**src/rtl/alu_operand_stage_if.sv**
```systemverilog
`default_nettype none
// ============================================================================
// Module      : alu_operand_stage_if
// Description : Decoded-op handshake, register-file read, memory-bus byte
//               fetch and ALU operand bundle for the ALU operand stage.
// Revision    : 1.0  initial release
// ============================================================================
interface alu_operand_stage_if #(
    parameter int DATA_WIDTH   = 8,
    parameter int OPCODE_WIDTH = 4,
    parameter int SEL_WIDTH    = 3
);
    logic                    instr_valid;
    logic                    instr_ready;
    logic [OPCODE_WIDTH-1:0] instr_opcode;
    logic [SEL_WIDTH-1:0]    instr_src_sel;
    logic                    instr_use_imm;
    logic [SEL_WIDTH-1:0]    rf_rd_sel;
    logic [DATA_WIDTH-1:0]   rf_rd_data;
    logic [DATA_WIDTH-1:0]   acc_data;
    logic                    bus_req;
    logic                    bus_req_hl;
    logic                    bus_valid;
    logic [DATA_WIDTH-1:0]   bus_data;
    logic [DATA_WIDTH-1:0]   operand_A;
    logic [DATA_WIDTH-1:0]   operand_B;
    logic [OPCODE_WIDTH-1:0] opcode;
    logic                    issue;
    logic                    busy;

    // Upstream decoder, register file, memory bus and ALU side
    modport master (
        output instr_valid, instr_opcode, instr_src_sel, instr_use_imm,
        output rf_rd_data, acc_data, bus_valid, bus_data,
        input  instr_ready, rf_rd_sel, bus_req, bus_req_hl,
        input  operand_A, operand_B, opcode, issue, busy
    );

    // Operand stage side
    modport slave (
        input  instr_valid, instr_opcode, instr_src_sel, instr_use_imm,
        input  rf_rd_data, acc_data, bus_valid, bus_data,
        output instr_ready, rf_rd_sel, bus_req, bus_req_hl,
        output operand_A, operand_B, opcode, issue, busy
    );
endinterface
`default_nettype wire

```
**src/rtl/alu_operand_stage.sv**
```systemverilog
`default_nettype none
// ============================================================================
// Module      : alu_operand_stage
// Description : Operand-issue stage ahead of the ALU. Accepts decoded ops,
//               gathers A (accumulator) and B (register, immediate or (HL)
//               byte) and presents them stable for a whole M-cycle, changing
//               only on the clk edge that sees phi rise (T-state 0).
// Revision    : 1.0  initial release
// ============================================================================
module alu_operand_stage #(
    parameter int DATA_WIDTH   = 8,
    parameter int OPCODE_WIDTH = 4,
    parameter int SEL_WIDTH    = 3
) (
    input  wire logic          clk,
    input  wire logic          rst,
    input  wire logic          phi,
    alu_operand_stage_if.slave bus_if
);
    localparam logic [SEL_WIDTH-1:0] SEL_HL = SEL_WIDTH'(6);
    localparam logic [SEL_WIDTH-1:0] SEL_A  = SEL_WIDTH'(7);

    typedef enum logic [1:0] {
        S_IDLE     = 2'd0,
        S_WAIT_BUS = 2'd1,
        S_WAIT_M   = 2'd2,
        S_ISSUE    = 2'd3
    } state_t;

    state_t                  state_q;
    logic                    phi_q;
    logic                    aligned_q;
    logic [OPCODE_WIDTH-1:0] dec_opc_q;
    logic [SEL_WIDTH-1:0]    dec_sel_q;
    logic                    dec_imm_q;
    logic                    pend_valid_q;
    logic [OPCODE_WIDTH-1:0] pend_opc_q;
    logic [SEL_WIDTH-1:0]    pend_sel_q;
    logic                    pend_imm_q;
    logic [DATA_WIDTH-1:0]   imm_hold_q;
    logic [DATA_WIDTH-1:0]   op_a_q;
    logic [DATA_WIDTH-1:0]   op_b_q;
    logic [OPCODE_WIDTH-1:0] opc_q;
    logic                    issue_q;

    // phi rising edge seen on this clk edge: the edge that starts T-state 0
    logic m_start;
    assign m_start = phi & ~phi_q;

    logic in_bus, dec_bus, pend_bus, handshake;
    assign in_bus   = bus_if.instr_use_imm | (bus_if.instr_src_sel == SEL_HL);
    assign dec_bus  = dec_imm_q | (dec_sel_q == SEL_HL);
    assign pend_bus = pend_imm_q | (pend_sel_q == SEL_HL);

    // Ready only once M-cycle aligned; in ISSUE a single op may queue behind
    always_comb begin
        bus_if.instr_ready = 1'b0;
        case (state_q)
            S_IDLE:  bus_if.instr_ready = aligned_q;
            S_ISSUE: bus_if.instr_ready = ~pend_valid_q;
            default: bus_if.instr_ready = 1'b0;
        endcase
    end

    assign handshake = bus_if.instr_valid & bus_if.instr_ready;

    // The register read tracks whichever op issues next, so a queued op
    // promoted straight out of ISSUE reads its own source register.
    assign bus_if.rf_rd_sel = ((state_q == S_ISSUE) && pend_valid_q) ? pend_sel_q : dec_sel_q;

    // Non-bus B source: sel 7 is the accumulator, otherwise the register file
    logic [DATA_WIDTH-1:0] b_src;
    assign b_src = (bus_if.rf_rd_sel == SEL_A) ? bus_if.acc_data : bus_if.rf_rd_data;

    assign bus_if.bus_req    = (state_q == S_WAIT_BUS);
    assign bus_if.bus_req_hl = bus_if.bus_req & ~dec_imm_q & (dec_sel_q == SEL_HL);
    assign bus_if.busy       = (state_q != S_IDLE);
    assign bus_if.operand_A  = op_a_q;
    assign bus_if.operand_B  = op_b_q;
    assign bus_if.opcode     = opc_q;
    assign bus_if.issue      = issue_q;

    // phi sampler keeps running through reset so the first edge after reset
    // cannot be mistaken for a phi rise
    always_ff @(posedge clk) begin
        phi_q <= phi;
    end

    // Issue FSM: accept, fetch bus byte, wait for M-cycle start, hold operands
    always_ff @(posedge clk) begin
        if (!rst) begin
            state_q      <= S_IDLE;
            aligned_q    <= 1'b0;
            dec_opc_q    <= '0;
            dec_sel_q    <= '0;
            dec_imm_q    <= 1'b0;
            pend_valid_q <= 1'b0;
            pend_opc_q   <= '0;
            pend_sel_q   <= '0;
            pend_imm_q   <= 1'b0;
            imm_hold_q   <= '0;
            op_a_q       <= '0;
            op_b_q       <= '0;
            opc_q        <= '0;
            issue_q      <= 1'b0;
        end else begin
            issue_q <= 1'b0;
            if (m_start) begin
                aligned_q <= 1'b1;
            end
            case (state_q)
                S_IDLE: begin
                    if (handshake) begin
                        dec_opc_q <= bus_if.instr_opcode;
                        dec_sel_q <= bus_if.instr_src_sel;
                        dec_imm_q <= bus_if.instr_use_imm;
                        state_q   <= in_bus ? S_WAIT_BUS : S_WAIT_M;
                    end
                end
                S_WAIT_BUS: begin
                    if (bus_if.bus_valid) begin
                        imm_hold_q <= bus_if.bus_data;
                        state_q    <= S_WAIT_M;
                    end
                end
                S_WAIT_M: begin
                    if (m_start) begin
                        op_a_q  <= bus_if.acc_data;
                        op_b_q  <= dec_bus ? imm_hold_q : b_src;
                        opc_q   <= dec_opc_q;
                        issue_q <= 1'b1;
                        state_q <= S_ISSUE;
                    end
                end
                S_ISSUE: begin
                    if (m_start) begin
                        if (pend_valid_q) begin
                            dec_opc_q    <= pend_opc_q;
                            dec_sel_q    <= pend_sel_q;
                            dec_imm_q    <= pend_imm_q;
                            pend_valid_q <= 1'b0;
                            if (pend_bus) begin
                                state_q <= S_WAIT_BUS;
                            end else begin
                                // back-to-back: next op issues on this same edge
                                op_a_q  <= bus_if.acc_data;
                                op_b_q  <= b_src;
                                opc_q   <= pend_opc_q;
                                issue_q <= 1'b1;
                            end
                        end else if (handshake) begin
                            // accepted on the boundary itself: waits for the next one
                            dec_opc_q <= bus_if.instr_opcode;
                            dec_sel_q <= bus_if.instr_src_sel;
                            dec_imm_q <= bus_if.instr_use_imm;
                            state_q   <= in_bus ? S_WAIT_BUS : S_WAIT_M;
                        end else begin
                            state_q <= S_IDLE;
                        end
                    end else if (handshake) begin
                        pend_valid_q <= 1'b1;
                        pend_opc_q   <= bus_if.instr_opcode;
                        pend_sel_q   <= bus_if.instr_src_sel;
                        pend_imm_q   <= bus_if.instr_use_imm;
                    end
                end
                default: state_q <= S_IDLE;
            endcase
        end
    end
endmodule
`default_nettype wire

```
**src/flat_wrapper.sv**
```systemverilog
// flat-port wrapper written by rule: the top's interface ports become plain ports
module alu_operand_stage_flat 
#(
    parameter int DATA_WIDTH   = 8,
    parameter int OPCODE_WIDTH = 4,
    parameter int SEL_WIDTH    = 3
)
  (clk, rst, phi, bus_if_instr_valid, bus_if_instr_opcode, bus_if_instr_src_sel, bus_if_instr_use_imm, bus_if_rf_rd_data, bus_if_acc_data, bus_if_bus_valid, bus_if_bus_data, bus_if_instr_ready, bus_if_rf_rd_sel, bus_if_bus_req, bus_if_bus_req_hl, bus_if_operand_A, bus_if_operand_B, bus_if_opcode, bus_if_issue, bus_if_busy);
  alu_operand_stage_if #(.DATA_WIDTH(DATA_WIDTH), .OPCODE_WIDTH(OPCODE_WIDTH), .SEL_WIDTH(SEL_WIDTH)) bus_if_i ();
  input  wire logic clk;
  input  wire logic rst;
  input  wire logic phi;
  input wire logic [$bits(bus_if_i.instr_valid)-1:0] bus_if_instr_valid;
  input wire logic [$bits(bus_if_i.instr_opcode)-1:0] bus_if_instr_opcode;
  input wire logic [$bits(bus_if_i.instr_src_sel)-1:0] bus_if_instr_src_sel;
  input wire logic [$bits(bus_if_i.instr_use_imm)-1:0] bus_if_instr_use_imm;
  input wire logic [$bits(bus_if_i.rf_rd_data)-1:0] bus_if_rf_rd_data;
  input wire logic [$bits(bus_if_i.acc_data)-1:0] bus_if_acc_data;
  input wire logic [$bits(bus_if_i.bus_valid)-1:0] bus_if_bus_valid;
  input wire logic [$bits(bus_if_i.bus_data)-1:0] bus_if_bus_data;
  output wire logic [$bits(bus_if_i.instr_ready)-1:0] bus_if_instr_ready;
  output wire logic [$bits(bus_if_i.rf_rd_sel)-1:0] bus_if_rf_rd_sel;
  output wire logic [$bits(bus_if_i.bus_req)-1:0] bus_if_bus_req;
  output wire logic [$bits(bus_if_i.bus_req_hl)-1:0] bus_if_bus_req_hl;
  output wire logic [$bits(bus_if_i.operand_A)-1:0] bus_if_operand_A;
  output wire logic [$bits(bus_if_i.operand_B)-1:0] bus_if_operand_B;
  output wire logic [$bits(bus_if_i.opcode)-1:0] bus_if_opcode;
  output wire logic [$bits(bus_if_i.issue)-1:0] bus_if_issue;
  output wire logic [$bits(bus_if_i.busy)-1:0] bus_if_busy;
  assign bus_if_i.instr_valid = bus_if_instr_valid;
  assign bus_if_i.instr_opcode = bus_if_instr_opcode;
  assign bus_if_i.instr_src_sel = bus_if_instr_src_sel;
  assign bus_if_i.instr_use_imm = bus_if_instr_use_imm;
  assign bus_if_i.rf_rd_data = bus_if_rf_rd_data;
  assign bus_if_i.acc_data = bus_if_acc_data;
  assign bus_if_i.bus_valid = bus_if_bus_valid;
  assign bus_if_i.bus_data = bus_if_bus_data;
  assign bus_if_instr_ready = bus_if_i.instr_ready;
  assign bus_if_rf_rd_sel = bus_if_i.rf_rd_sel;
  assign bus_if_bus_req = bus_if_i.bus_req;
  assign bus_if_bus_req_hl = bus_if_i.bus_req_hl;
  assign bus_if_operand_A = bus_if_i.operand_A;
  assign bus_if_operand_B = bus_if_i.operand_B;
  assign bus_if_opcode = bus_if_i.opcode;
  assign bus_if_issue = bus_if_i.issue;
  assign bus_if_busy = bus_if_i.busy;
  alu_operand_stage #(.DATA_WIDTH(DATA_WIDTH), .OPCODE_WIDTH(OPCODE_WIDTH), .SEL_WIDTH(SEL_WIDTH)) u_core (.clk(clk), .rst(rst), .phi(phi), .bus_if(bus_if_i));
endmodule
```
**config.mk**
```make
export PLATFORM = sky130hd
export DESIGN_NAME = alu_operand_stage_flat
export DESIGN_NICKNAME = d
export VERILOG_FILES = /design/src/rtl/alu_operand_stage_if.sv /design/src/rtl/alu_operand_stage.sv /design/src/flat_wrapper.sv
export SDC_FILE = /design/constraint.sdc
export NUM_CORES = 1
export LEC_CHECK = 0
export BUFFER_PORTS_ARGS = -buffer_cell sky130_fd_sc_hd__buf_2
export CAP_MARGIN = 40
export CORE_UTILIZATION = 40
export DETAILED_ROUTE_END_ITERATION = 16
export HOLD_SLACK_MARGIN = 0.02
export PLACE_DENSITY_LB_ADDON = 0.2
export SYNTH_ARGS = -nofsm -noshare
export SYNTH_HDL_FRONTEND = slang
export SYNTH_SLANG_ARGS = --single-unit
```
**constraint.sdc**
```tcl
create_clock -name clk -period 2.3 [get_ports clk]
set_input_delay 0.46 -clock clk [delete_from_list [all_inputs] [get_ports clk]]
set_output_delay 0.46 -clock clk [all_outputs]
set_load 0.005 [all_outputs]
```
Word-level counts from Yosys, hierarchy flattened
Index checks and enable logic that the tools add are counted.
Widths: inputs -> output; s select.

cells by class
  equality and inequality tests = 14
  multiplexer cells = 47
  bitwise operators = 11
  reduce and logical (&&, ||, !) cells = 12

operators with widths
  cell                number
  $mux 8              10
  $pmux 8 s2          2
  $mux 4              7
  $mux 2              8
  $pmux 4 s2          2
  $eq 3x3->1 const B  4
  $mux 3              4
  $reduce_and 5->1    2
  $mux 1              9
  $ne 2x1->1 const B  4
  $pmux 2 s4          1
  $reduce_bool 2->1   4
  $pmux 1 s2          3
  $pmux 3 s2          1
  $reduce_and 2->1    3
  $and 1x1->1         4
  $eq 2x2->1 const B  2
  $ne 2x2->1 const B  2
  $not 1->1           4
  $ne 3x3->1 const B  1
  $or 1x1->1          3
  $reduce_and 3->1    1
  $eq 2x1->1 const B  1
  $logic_not 2->1     1
  $logic_and 1x1->1   1

word-level totals
  register bits = 50
  input port bits = 37
  output and inout bits = 28
  logic and storage cells = 99

Longest topological paths before layout
Gate-level depths: netlist of the first run.

  word-level depth = 9
  depth in mapped cells = 8
  mapped depth without buffers = 6

Worst setup path after synthesis of the first run
Ideal clock, no wire load.

  path kind = flip-flop to output port
  start point = reg u_core.state_q[0]
  end point = out bus_if_rf_rd_sel[1]
  arrival time = 1335 ps
  required time = 1840 ps
  slack = 505 ps
  stages on the path, launching flop included = 5
  path buffers = 1
  cell sequence = dfxtp_1 -> ha_1 -> nand2_1 -> clkbuf_1 -> mux2_2

on the way
  word-level cells in the longest chain between the ends = 3

RTL lines
  what                    RTL line                  RTL
  from (decl)             alu_operand_stage.sv:30   state_t state_q;
  from (signal assigned)  alu_operand_stage.sv:117  state_q <= in_bus ? S_WAIT_BUS : S_WAIT_M;
  from (signal assigned)  alu_operand_stage.sv:156  state_q <= in_bus ? S_WAIT_BUS : S_WAIT_M;
  $eq 2x2->1              alu_operand_stage.sv:69   assign bus_if.rf_rd_sel = ((state_q == S_ISSUE) && pend_valid_q) ? pend_sel_q : dec_sel_q;
  $logic_and 1x1->1       alu_operand_stage.sv:69
  $mux 3                  alu_operand_stage.sv:69
  to (decl)               flat_wrapper.sv:22        output wire logic [$bits(bus_if_i.rf_rd_sel)-1:0] bus_if_rf_rd_sel;

No other way between the ends.

Worst setup path in the final report of the first run
  start point = reg u_core.state_q[0]
  end point = out bus_if_rf_rd_sel[2]

The elaborated chain is that of the path after synthesis.

==> metrics.txt, run 1 <==
run status=finished clean; DIE WIDTH=between 80 and 90 um; Logic pwr share=0.364; Sw Ratio=0.363; GRT met2 Usage=0.334; maximum clock rate=454 MHz; first-pass GRT wire length=10.6 mm; peak supply drop=around 0.34 mV; Critical Path End Type=output pin; die area=6600 um2; remaining global-route overflow=0; Int Pwr=1.51 mW; cells along the critical path=ha_1, nand2_2, buf_4, mux2_2, buf_2; drt initial violations=158; CTS tree=yes; Hold/Removal Path Class=input pin to flop; pin count of the biggest net entering global routing=23; Slew Limit Fails=0; routed wire length=6.77 mm; Sequential Power Share=0.420; Synth area leader=dfxtp_1; Clock Latency Late Sink=0.31 ns; initial core utilization=0.419; Distinct cells, synth=46; Leak Pwr=1.16 nW; Post-synth ARST share=0; Adder-Cell Fraction of Synth Area=0.0249; Compound-Gate Fraction of Synth Area=0.281; top cells by count, synth=dfxtp_1 (50), nand2_1 (28), a21oi_1 (27); largest stage delay on the critical path=0.34 ns; top cells by area, synth=dfxtp_1 (40%), a21oi_1 (5.4%), mux2i_1 (4.8%); Core Util, Final=0.504; max cap viols=0; Die H=81.2 um; post-synthesis mux area share=0.0758; synthesized area=2510 um2; initial antenna violation count=0; Synth top area share=0.399; Setup Skew=roughly 0.0051 ns; hold_buf cts=0; nets=384; Mapped Cells=279; Avg WL per Cell=16.2 um; Final Hold Fails=0; Power Density=788 nW/um2; Least-Margin Pin Slew=0.651 ns; vias in the first global route=2189; DR DRC count=0; Core Rows=28; H-Tree Level Count=2; IO Port Bufs=64; Critical Path RT=approximately 1.8 ns; GR Util All Layers=0.210; nature of the critical path startpoint=flop; GPL Wtd Cong=around 0.86; crit path max-delay cell type=mux2_2; Max FO, Critical Path=9; CTS buffer count=5; grt met1 use=0.287; routed vias=2401; family with the most delay on the worst path=multiplexers; dpl hpwl=between 4 and 5 mm; layout cells sized above 1=0.274; CP arrival=1.74 ns; 1st-pass router iterations=4; Final ANT Viol Nets=0; Crit path buffers/inverters=2; Clk pin slew, worst setup/hold paths=around 0.09 ns; min Tclk post-route=2.20 ns; Clk pwr share=0.216; ANT cells=0; Final Setup Violations=0; multi-input logic area=1390 um2; Net Sw Power=approximately 0.86 mW; I/O pin total=65; CTS max path bufs=2; crit share post-route=0.957; hold slack=0.280 ns; clock sink count=50; predominant post-synthesis flop cell=dfxtp_1; GR peak layer=met2; Synth Register Bits=50; pre-CTS setup slack=0.151 ns; DP Area=2910 um2; WS Path Type=flop to output pin; Mean Syn Cell Area=between 8 and 9 um2; synthesis-to-layout area growth=20.2%; Core Box Area=around 6000 um2; worst setup margin=0.0993 ns; clock root cell=clkbuf_8; most common cell in the netlist=dfxtp_1; sequential area share after synthesis=0.399; simple-gate portion of the synthesized area=0.166; Power Total=~2.4 mW; Post-Synthesis Net Count=roughly 320; Fillers=624; Finished Cell Area=a little over 3000 um2; largest family of logic cells by synthesized area=compound AO/OA/AOI/OAI gates; number of enable flip-flop cells after synthesis=0; GR Util met3=0.0393; via-per-instance ratio=approximately 5.7; relative slew slack=0.564; Synth Warn #=0; Reg area=1000 um2; xor-xnor portion of the synthesized cell area=0
repair_timing:
action	4_1_cts	5_1_grt
gates resized for setup	0	2
setup buffers	1	0
hold endpoints to repair	0	0
endpoints found under the setup margin	1	10
final timing paths:
check                           cells after the start  slack, ns                                       to                               from
worst max-delay path                                5        0.1                      bus_if_rf_rd_sel[2]     u_core.state_q[0]$_SDFFE_PN0P_
worst max register to register                      6       0.12  u_core.bus_if.operand_B[2]$_SDFFE_PN0P_     u_core.state_q[0]$_SDFFE_PN0P_
worst min register to register                      2       0.47        u_core.imm_hold_q[7]$_SDFFE_PN0P_  u_core.imm_hold_q[7]$_SDFFE_PN0P_
worst min-delay path                                1       0.28                     u_core.phi_q$_DFF_P_                                phi
sequential cells by signal, indices dropped and copies added (netlist names):
register	cells
u_core.aligned_q	1
u_core.bus_if.issue	1
u_core.bus_if.opcode	4
u_core.bus_if.operand_A	8
u_core.bus_if.operand_B	8
u_core.dec_imm_q	1
u_core.dec_opc_q	4
u_core.dec_sel_q	3
u_core.imm_hold_q	8
u_core.pend_imm_q	1
u_core.pend_opc_q	4
u_core.pend_sel_q	3
u_core.pend_valid_q	1
u_core.phi_q	1
u_core.state_q	2
layout by cell type (no fill, tap or decap), types with 5 or more instances in the layout:
cell | synthesis | routed
clkbuf_8 | 0 | 5
a21oi_1 | 27 | 27
nand3_1 | 16 | 16
o21ai_0 | 10 | 10
a21o_1 | 5 | 5
ha_1 | 5 | 5
o22a_1 | 5 | 5
nor4_1 | 8 | 8
nand2_1 | 28 | 27
nor2_1 | 12 | 12
buf_4 | 1 | 13
o2111ai_1 | 8 | 8
a211oi_1 | 13 | 13
dfxtp_1 | 50 | 50
mux2i_1 | 12 | 12
inv_1 | 7 | 7
nand2b_1 | 5 | 5
o32ai_1 | 8 | 8
buf_2 | 6 | 64
o221a_1 | 6 | 6
routing by layer:
| metal | vias to the layer above | wire length [um] |
|---|---|---|
| met2 | 79 | 2970 |
| met3 | 10 | 387 |
| met4 | 0 | 109 |
| met1 | 1130 | 3310 |
| li1 | 1182 | - |
| met5 | - | 0 |
power groups by stage:
| stage | clock network (mW) | registers, mW | logic, mW |
|---|---|---|---|
| 2_1_floorplan | 0 | 1.01 | 0.588 |
| 3_3_place_gp | 0 | 1.02 | 0.848 |
| 3_5_place_dp | 0 | 1.02 | 0.853 |
| 4_1_cts | 0.526 | 0.997 | 0.861 |
| 5_1_grt | 0.574 | 1.01 | 0.953 |
| 6_report | 0.513 | 0.998 | 0.866 |
layout make-up:
cell class                      instances  share of cell area
Tap cell                               75              0.0311
Multi-Input combinational cell        199               0.459
Inverter                                9              0.0112
Clock buffer                            6              0.0240
Timing Repair Buffer                   77               0.138
Clock inverter                          2             0.00456
Sequential cell                        50               0.332
through the flow:
step,instances,setup TNS (ns)
after global routing,418,-0.00171
after detailed placement,409,0
after floorplan,279,0
after CTS,418,0
after global placement,409,0
final,418,0
cells by family (layout without fill, tap and decap cells):
family,count (synthesis),count (layout)
flops,50,50
mux,17,17
compound gates,97,97
simple gates,80,80
fa+ha+maj,5,5
buf+inv,30,94
Power figures use the tool's default switching activity.
==> inputs of run 2 (changes only) <==
--- a/config.mk
+++ b/config.mk
@@ -7,7 +7,9 @@
 export LEC_CHECK = 0
 export BUFFER_PORTS_ARGS = -buffer_cell sky130_fd_sc_hd__buf_2
 export CAP_MARGIN = 40
+export CORE_ASPECT_RATIO = 0.8
 export CORE_UTILIZATION = 40
+export CTS_CLUSTER_DIAMETER = 100
 export DETAILED_ROUTE_END_ITERATION = 16
 export HOLD_SLACK_MARGIN = 0.02
 export PLACE_DENSITY_LB_ADDON = 0.2
==> run 2 against run 1 <==
Sequential share of layout area shrank 0.45 points. Die area hardly changed. Wire length increased by 2.9%. Utilization increased by 0.83 points. Total power up 4.2%. Clock skew hardly changed. Via count down 0.21%. Count of clock-buffer cells in the layout is 1 higher. Sequential power hardly changed. Global-route usage up 0.82 points. Critical path depth unchanged. Critical path type unchanged.
==> metrics.txt, run 2 (synthesis gave the netlist of run 1 again) <==
run status=finished clean; DIE WIDTH=90.6 um (+12%); nature of the critical path startpoint=flop; routed vias=2396 (-0.21%); Setup Skew=0.00462 ns (-0.000444 ns); routed wire length=6.97 mm (+2.9%); Crit path buffers/inverters=2 (unchanged); vias in the first global route=2166 (-1.1%); setup TNS=0 ns (unchanged); Fillers=606 (-2.9%); maximum clock rate=459 MHz (+0.91%); CP arrival=1.72 ns (-0.02 ns); remaining global-route overflow=0 (unchanged); Power Density=810 nW/um2 (+2.8%); family with the most delay on the worst path=flip-flops; initial core utilization=0.420 (+0.00114); number of stages on the worst hold path=1 (unchanged); Critical Path RT=1.84 ns (about the same); CTS max path bufs=2 (unchanged); Core Box Area=5970 um2 (-0.27%); pin count of the biggest net entering global routing=23 (unchanged); DR DRC count=0 (unchanged); layout cells sized above 1=0.277 (+0.00340); crit path max-delay cell type=dfxtp_1; I/O pin total=65 (unchanged); WS Path Type=flop to output pin; reg2reg start=u_core.state_q[1]$_SDFFE_PN0P_; CTS tree=yes; drt initial violations=143 (-9.5%); largest stage delay on the critical path=0.34 ns (about the same); Core Util, Final=0.512 (+0.00828); Final Hold Fails=0 (unchanged); IO Port Bufs=64 (unchanged); GR Util All Layers=0.219 (+0.00824); 1st-pass router iterations=5 (+1); CTS buffer count=5 (unchanged); crit share post-route=0.948 (-0.00863); Final ANT Viol Nets=0 (unchanged); GPL Wtd Cong=0.832 (-3.0%); reg-to-reg critical path endpoint=u_core.dec_sel_q[2]$_SDFFE_PN0P_; most frequent cells in the layout=buf_2 (64), dfxtp_1 (50), nand2_1 (27), a21oi_1 (27); unrepaired setup endpoints after global routing=no; r2r worst-path depth=6 (unchanged); commonest non-fill, non-tap cell in the layout=buf_2; die area=6600 um2 (about the same); worst reg2reg setup slack=0.30 ns (+0.18 ns); dpl hpwl=5.25 mm (+6.1%); clock root cell=clkbuf_8; relative slew slack=0.701 (+0.137); Leak Pwr=1.18 nW (+1.8%); Least-Margin Pin Slew=0.440 ns (-0.210 ns); peak supply drop=0.346 mV (+3.0%); Hold/Removal Path Class=input pin to flop; cells along the critical path=ha_1, nand2_2, buf_4, mux2_2, buf_2; hold_buf cts=0 (unchanged); first-pass GRT wire length=11.1 mm (+5.1%); Clk pin slew, worst setup/hold paths=0.09 ns (about the same); Hold Path Sink=u_core.phi_q$_DFF_P_; nets=387 (+0.78%); max cap viols=0 (unchanged); Hold Crit Start=phi; worst setup margin=0.119 ns (+0.0198 ns); Critical Path End Type=output pin; min Tclk post-route=2.18 ns (-0.0198 ns); ANT cells=0 (unchanged); Clock Latency Late Sink=0.30 ns (about the same); dpl cells=417 (+2.0%); Slew Limit Fails=0 (unchanged); clock sink count=50 (unchanged); initial antenna violation count=0 (unchanged); Max FO, Critical Path=9 (unchanged); Core Rows=25 (-11%); Final Non-Filler Cells=427 (+2.2%); pre-CTS setup slack=0.331 ns (+0.180 ns); H-Tree Level Count=2 (unchanged); via-per-instance ratio=5.61 (-2.3%); synthesis-to-layout area growth=21.9%; Die H=72.9 um (-10%); Avg WL per Cell=16.3 um (+0.74%); Final Setup Violations=0 (unchanged)
[run 2: cell types whose count changed in the layout (fill, tap and decap cells not counted), sizes merged]
| cell | change |
|---|---|
| buf | +3 |
| clkbuf | +1 |
| bufinv | +1 |
| clkinv | -2 |
[run 2: timing repair]
action                                  CTS  global route
endpoints found under the setup margin    0             3
buffers inserted                          0             2
gates resized for setup                   0             1
[run 2: layer usage]
layer / track usage / part of all wire
met5: 0 / 0
met4: 0.0645 / 0.013
met3: 0.0500 / 0.072
met2: 0.313 / 0.41
met1: 0.325 / 0.50
[run 2: area by class of cell]
cell class                 instances  area (um2)  share of cell area
multi-input combinational        199        1380               0.450
sequential                        50        1000               0.327
timing repair buffer              80         440               0.144
tap                               81         101              0.0331
clock buffer                       7        76.3              0.0249
inverter                           9        33.8              0.0110
clock inverter                     1        30.0             0.00982
[run 2: metrics by stage]
| step | area, um2 | power [mW] | hold WS (ns) |
|---|---|---|---|
| detailed placement | 2940 | 1.86 | 0.464 |
| finish | 3060 | 2.48 | 0.276 |
| CTS | 3040 | 2.47 | 0.274 |
| floorplan | 2510 | 1.60 | 0.436 |
| global placement | 2940 | 1.85 | 0.455 |
| global route | 3060 | 2.62 | 0.277 |
[run 2: how the worst max path moves through the flow]
| stage | from | to | cells after the start | slack [ns] |
|---|---|---|---|---|
| after global routing | u_core.state_q[0]$_SDFFE_PN0P_ | bus_if_rf_rd_sel[2] | 5 | 0.04 |
| after detailed placement | u_core.state_q[0]$_SDFFE_PN0P_ | u_core.dec_sel_q[2]$_SDFFE_PN0P_ | 6 | 0.33 |
| after CTS | u_core.state_q[0]$_SDFFE_PN0P_ | bus_if_rf_rd_sel[0] | 5 | 0.02 |
| after global placement | u_core.state_q[0]$_SDFFE_PN0P_ | bus_if_rf_rd_sel[0] | 5 | 0.41 |
| final | u_core.state_q[0]$_SDFFE_PN0P_ | bus_if_rf_rd_sel[2] | 5 | 0.12 |
| after floorplan | u_core.state_q[0]$_SDFFE_PN0P_ | bus_if_rf_rd_sel[1] | 4 | 0.50 |
[run 2: where the power goes]
part           leakage, nW  switching [mW]  internal (mW)  total [mW]
combinational        0.727           0.505          0.349       0.854
sequential           0.405          0.0612          0.944        1.01
clock               0.0524           0.291          0.326       0.617
[run 2: worst register-to-register path, stage by stage, from the launching register on]
cell,delay [ns]
dfxtp_1,0.38
inv_1,0.11
ha_1,0.36
nand2b_1,0.22
o21ai_1,0.28
and2_1,0.36
o221a_1,0.25
